$ cat src/rtl/rf_wr_arbiter.sv
// Register-file write-port arbiter (WB > mul/div <-> load round-robin) with a
// pending-destination scoreboard. Define RF_ARB_STARVE_GUARD_EN for starvation guard.
module rf_wr_arbiter #(
    parameter int STARVE_LIMIT = 8
) (
    input  logic        clk,
    input  logic        rst_n,
    input  logic        wb_en,
    input  logic [4:0]  wb_rd,
    input  logic [31:0] wb_data,
    input  logic        md_valid,
    output logic        md_ready,
    input  logic [4:0]  md_rd,
    input  logic [31:0] md_data,
    input  logic        lsu_valid,
    output logic        lsu_ready,
    input  logic [4:0]  lsu_rd,
    input  logic [31:0] lsu_data,
    input  logic        sb_set,
    input  logic [4:0]  sb_rd,
    input  logic [4:0]  rs1_addr,
    input  logic [4:0]  rs2_addr,
    output logic        rs1_busy,
    output logic        rs2_busy,
    output logic        wb_stall,
    output logic        wr_en,
    output logic [4:0]  rd_addr,
    output logic [31:0] rd_data
);

    if (STARVE_LIMIT < 1 || STARVE_LIMIT > 255) begin : g_bad_limit
        $error("STARVE_LIMIT must be in 1..255");
    end

    logic        prio_md_q;
    logic        prio_md_d;
    logic        md_sel;
    logic        lsu_sel;
    logic        md_gnt;
    logic        lsu_gnt;
    logic        wr_en_q;
    logic        wr_en_d;
    logic [4:0]  rd_addr_q;
    logic [4:0]  rd_addr_d;
    logic [31:0] rd_data_q;
    logic [31:0] rd_data_d;
    logic [31:0] pend_q;
    logic [31:0] pend_d;

    // prio_md_q set means md won less recently than lsu
    always_comb begin
        md_sel  = md_valid && (prio_md_q || !lsu_valid);
        lsu_sel = lsu_valid && !md_sel;
        md_gnt  = !wb_en && md_sel;
        lsu_gnt = !wb_en && lsu_sel;
    end

    assign md_ready  = md_gnt;
    assign lsu_ready = lsu_gnt;

    always_comb begin
        prio_md_d = prio_md_q;
        if (md_gnt) begin
            prio_md_d = 1'b0;
        end else if (lsu_gnt) begin
            prio_md_d = 1'b1;
        end
    end

    always_comb begin
        wr_en_d   = 1'b0;
        rd_addr_d = rd_addr_q;
        rd_data_d = rd_data_q;
        unique case (1'b1)
            wb_en: begin
                wr_en_d   = |wb_rd;
                rd_addr_d = wb_rd;
                rd_data_d = wb_data;
            end
            md_gnt: begin
                wr_en_d   = |md_rd;
                rd_addr_d = md_rd;
                rd_data_d = md_data;
            end
            lsu_gnt: begin
                wr_en_d   = |lsu_rd;
                rd_addr_d = lsu_rd;
                rd_data_d = lsu_data;
            end
            default: ;
        endcase
    end

    // set is applied after clear so a same-cycle reissue stays pending
    always_comb begin
        pend_d = pend_q;
        if (md_gnt) begin
            pend_d[md_rd] = 1'b0;
        end
        if (lsu_gnt) begin
            pend_d[lsu_rd] = 1'b0;
        end
        if (sb_set) begin
            pend_d[sb_rd] = 1'b1;
        end
        pend_d[0] = 1'b0;
    end

    assign rs1_busy = (|rs1_addr) && pend_q[rs1_addr];
    assign rs2_busy = (|rs2_addr) && pend_q[rs2_addr];

    always_ff @(posedge clk or negedge rst_n) begin
        if (!rst_n) begin
            prio_md_q <= 1'b1;
            wr_en_q   <= 1'b0;
            rd_addr_q <= 5'd0;
            rd_data_q <= 32'd0;
            pend_q    <= 32'd0;
        end else begin
            prio_md_q <= prio_md_d;
            wr_en_q   <= wr_en_d;
            rd_addr_q <= rd_addr_d;
            rd_data_q <= rd_data_d;
            pend_q    <= pend_d;
        end
    end

    assign wr_en   = wr_en_q;
    assign rd_addr = rd_addr_q;
    assign rd_data = rd_data_q;

`ifdef RF_ARB_STARVE_GUARD_EN
    localparam logic [7:0] LIM = 8'(STARVE_LIMIT);

    logic [7:0] md_cnt_q;
    logic [7:0] md_cnt_d;
    logic [7:0] lsu_cnt_q;
    logic [7:0] lsu_cnt_d;
    logic       stall_q;
    logic       stall_d;
    logic       md_blk;
    logic       lsu_blk;

    always_comb begin
        md_blk    = md_valid && !md_gnt;
        lsu_blk   = lsu_valid && !lsu_gnt;
        md_cnt_d  = 8'd0;
        lsu_cnt_d = 8'd0;
        if (md_blk) begin
            md_cnt_d = (md_cnt_q == LIM) ? md_cnt_q : md_cnt_q + 8'd1;
        end
        if (lsu_blk) begin
            lsu_cnt_d = (lsu_cnt_q == LIM) ? lsu_cnt_q : lsu_cnt_q + 8'd1;
        end
        // hold the bubble request until every saturated requester is served
        stall_d = (md_blk && md_cnt_q == LIM) ||
                  (lsu_blk && lsu_cnt_q == LIM);
    end

    always_ff @(posedge clk or negedge rst_n) begin
        if (!rst_n) begin
            md_cnt_q  <= 8'd0;
            lsu_cnt_q <= 8'd0;
            stall_q   <= 1'b0;
        end else begin
            md_cnt_q  <= md_cnt_d;
            lsu_cnt_q <= lsu_cnt_d;
            stall_q   <= stall_d;
        end
    end

    assign wb_stall = stall_q;
`else
    assign wb_stall = 1'b0;
`endif

endmodule

$ cat config.mk
export PLATFORM = sky130hd
export DESIGN_NAME = rf_wr_arbiter
export DESIGN_NICKNAME = d
export VERILOG_FILES = /design/src/rtl/rf_wr_arbiter.sv
export SDC_FILE = /design/constraint.sdc
export NUM_CORES = 1
export LEC_CHECK = 0
export ABC_AREA = 1
export CORE_UTILIZATION = 41
export DETAILED_ROUTE_END_ITERATION = 8
export PLACE_DENSITY = 0.88
export SYNTH_ARGS = -nofsm -noshare
export SYNTH_HDL_FRONTEND = slang
export SYNTH_SLANG_ARGS = --single-unit
$ cat constraint.sdc
create_clock -name clk -period 1.4 [get_ports clk]
set_input_delay 0.28 -clock clk [delete_from_list [all_inputs] [get_ports clk]]
set_output_delay 0.28 -clock clk [all_outputs]
set_load 0.005 [all_outputs]
==> results of run 1 <==
-- metrics by stage --
stage,util,worst slack [ps],instances,hold WS (ps)
floorplan,-,-41.0,767,-15.6
global placement,0.663,-878,1149,328
CTS,0.782,-301,1199,494
detailed placement,0.663,-901,1149,329
-- Yosys cell counts (all sizes together) --
cell,count,area [µm²]
nand2,222,846
nor2,136,510
nand3,110,556
inv,87,327
dfrtp,69,1730
o21ai,47,235
nor3,33,165
a21oi,26,141
buf,18,101
clkbuf,9,33.8
o211ai,2,15.0
a31oi,1,6.26
clkinv,1,3.75
conb,1,3.75
dfstp,1,26.3
nand3b,1,7.51
nand4,1,6.26
o22ai,1,6.26
o31ai,1,7.51
-- layer usage --
layer,GRT usage,GRT overflow
met4,0.670,5
met3,0.485,1
met5,0.201,0
met1,0.657,0
met2,0.853,4
-- timing repair --
item	CTS
buffers inserted	20
resized for setup	273
pin swaps	75
endpoints found under the hold margin	69
hold buffers	1
cloned	13
setup endpoints to repair	111
-- logic make-up after synthesis --
logic type / count (synthesis) / share of synthesized area
and+or+nand+nor: 503 / 0.443
buffers and inverters: 115 / 0.0985
AOI/OAI and AO/OA: 78 / 0.0871
DFF: 70 / 0.371
other: 1 / 0.000794
==> results.toml, run 1 <==
[synth]
syn_avg_cell_area_um2 = 6.16
netlist_instances = 767
syn_nets = 899
synth-seq-cells = 70
yosys_warnings = 0
yosysUniqueCellTypes = 26
synth_seq_area_share = 0.371
synth.cell_area_um2 = 4720

[cts]
cts-buffers-inserted = 9
cts_max_path_buffers = 2
clockRootBuffer = "clkbuf_16"
clock_sink_count = 70
h-tree-depth = 3

[status]
status = "stopped before the end"
stop_stage = "5_1_grt"
firstError = "[ERROR GRT-0232] Routing congestion too high. Check the congestion heatmap in the GUI."

[placement]
place_area_um2 = 7310
post-dp-hpwl_um = 13600
io_buffers = 173
routabilityCongestion = 0.994

[global_routing]
grt-ovfl-total = 10
grt_max_degree = 71
grt_use_total = 0.664

[floorplan]
initial_core_util = 0.428
rows = 38
fp.dieW_um = 109
die_h_um = 109
num_io_pins = 175

[sta]
crit_endpoint = "md_ready"
worstEndpointType = "primary output"
==> run 2, diff against run 1 <==
CORE_UTILIZATION = 40   (was 41)
PLACE_DENSITY = unset   (was 0.88)
PLACE_DENSITY_LB_ADDON = 0.15   (was unset)
clock period = 1.8 ns   (was 1.4 ns; I/O delays follow)
==> results.toml, run 2 <==
[critical_path]
crit_family = "flip-flops"
critical_path_class = "flop to output port"
reg2reg_setup_slack_ps = 140
r2r-end = "pend_q[11]"
startpoint = "pend_q[6]"
cp_data_arrival_time_ps = 1450
slowest_stage = "dfrtp_1"
required_ps = 1440
r2r-start = "prio_md_q"
crit_path_end_kind = "output port"
path_buf_inv = 2
ff2ff_path_depth = 9
crit_path_cell_trace = "buf_4 > o211ai_1 > nand3_1 > nand3_2 > nand2_1 > buf_2"
path_depth = 6
cpPeakStageDelay_ps = 410
worst_setup_path_start_kind = "flop"
crit_path_end = "rs2_busy"
crit_path_max_fanout = 2

[cts]
cts_tree = "built"
clockRootBuffer = "clkbuf_16"
cts_max_path_buffers = 2
clkLatencyLatePin_ps = 330
h-tree-depth = 3
path_clk_slew_ps = 60
cts-buffers-inserted = 9
clock_sink_count = 70

[synth]
synth_most_common_cell = "nand2_1"
yosys_warnings = 0
synth.cell_area_um2 = 4720
netlist_top_cells_count = "219 x nand2_1, 136 x nor2_1, 109 x nand3_1, 84 x inv_1, 69 x dfrtp_1"
netlist_instances = 767
synth_ff_type = "dfrtp_1"
synth_top_cell_by_area = "dfrtp_1"
yosysUniqueCellTypes = 26
synth_top_area_share = 0.365
synth-seq-cells = 70
async_flop_share = 1.00
syn_nets = 899
synth_area_leaders = "dfrtp_1 37%, nand2_1 17%, nand3_1 12%"
synth_seq_area_share = 0.371
synth_edf_count = 0
syn_avg_cell_area_um2 = 6.16

[sta]
setup_viol = 1
fin_crit_ps = 1810
skew_ps = 4.50
setup_slack_ps = -12.2
hold_viol_final = 0
timing.final.crit_share = 1.01
rsz0062_at_grt = "yes"
fmax_ghz = 0.552
whs_ps = 460
finalMaxSlewViolations = 0

[detailed_routing]
dr.pass1.iters = 6
drt_iter0_drc = 454
drt.antenna.violating_nets = 0
post_drt_via_cell_ratio = 5.09
wire_per_inst_um = 15.4
wirelength_um = 17900
drc_errors = 0
vias = 5900

[power_and_ir_drop]
power_density_nw_per_um2 = 776
p_leak_nw = 3.69
ir_drop_mv = 0.423
p_total_mw = 5.90

[global_routing]
grt_use_total = 0.303
grt_pass1_wl_um = 29500
grt_max_degree = 52
grt_pass1_vias = 5918
antenna_found_initial = 0
grt-ovfl-total = 0

[placement]
io_buffers = 173
placed_cells = 1131
post-dp-hpwl_um = 13600
place_area_um2 = 7140
routabilityCongestion = 0.911

[status]
violations = "setup timing"
status = "finished, violations left"

[final_layout]
final_cell_mix = "215 x nand2_1, 159 x clkdlybuf4s50_1, 131 x nor2_1"
largest_reg_flops = 32
finalNonFillerCells = 1159
multiInputGateArea_um2 = 2550
n_antenna_cell = 0
nNetsFinal = 1143
area_growth_syn_to_layout_pct = 60.8
mostFrequentLayoutCell = "nand2_1"
seqCellArea_um2 = 1750
drive_above_1_share = 0.137
postLayoutCellArea_um2 = 7600
final_util = 0.663
num-fill-cells = 1080

[floorplan]
num_io_pins = 175
rows = 39
fp.dieArea_um2 = 12300
initial_core_util = 0.412
core_um2 = 11500
die_h_um = 111
fp.dieW_um = 111

[min_path]
min_path_type = "input pin to async pin"

[flow_run]
cap_viol_max_count = 0
[run 2: final cells by class]
type | instances | area share
Multi-Input combinational cell | 582 | 0.336
Timing Repair Buffer | 260 | 0.326
Sequential cell | 70 | 0.231
Inverter | 88 | 0.0438
Clock buffer | 12 | 0.0338
Tap cell | 143 | 0.0236
Clock inverter | 4 | 0.00593
[run 2: routing by layer]
layer | wire length [µm] | GRT usage | up-vias
met3 | 1380 | 0.0787 | 35
met5 | 0 | 0 | -
met1 | 7370 | 0.374 | 2690
met4 | 478 | 0.111 | 0
met2 | 8640 | 0.509 | 246
li1 | - | - | 2929
[run 2: worst min path at each step]
stage	startpoint	to	slack [ps]	cells after the start
6_report	rst_n	pend_q[27]	460	2
5_1_grt	rst_n	pend_q[23]	470	2
4_1_cts	rst_n	pend_q[23]	460	2
3_5_place_dp	rst_n	pend_q[27]	260	1
3_3_place_gp	rst_n	pend_q[27]	260	1
2_1_floorplan	rst_n	pend_q[10]	60	0
[run 2: metrics by stage]
step	TNS, ps	worst slack [ps]
floorplan	0	221
global placement	-14050	-712
detailed placement	-15550	-695
CTS	-20.0	-10.7
global route	-264	-126
finish	-12.2	-12.2
[run 2: repair_timing]
action                                  in CTS  in global routing
buffers inserted                             9                  1
endpoints found under the setup margin       4                 42
hold endpoints to repair                    18                  0
resized for setup                           43                 24
gates cloned                                 1                  0
hold buffers                                 1                  0
pin swaps                                    2                  8
[run 2: worst reg2reg max path: cells and delay by family, from the launching register on]
kind	cells	cell delay (ps)
AND/OR/NAND/NOR	4	400
AO/OA/AOI/OAI	2	230
buffers and inverters	3	400
flip-flops	1	520
[run 2: logic make-up after synthesis]
| family | Yosys count | share of synthesized area |
|---|---|---|
| AND/OR/NAND/NOR | 503 | 0.443 |
| buffers and inverters | 115 | 0.0985 |
| AO/OA/AOI/OAI | 78 | 0.0871 |
| flip-flops | 70 | 0.371 |
| other | 1 | 0.000794 |
[run 2: report_power, final]
group	total, mW	internal (mW)	switching [mW]
sequential	2.10	1.89	0.217
combinational	2.01	1.02	0.986
clock	1.79	1.14	0.648
total	5.90	4.05	1.85
(Power assumes the default switching activity.)
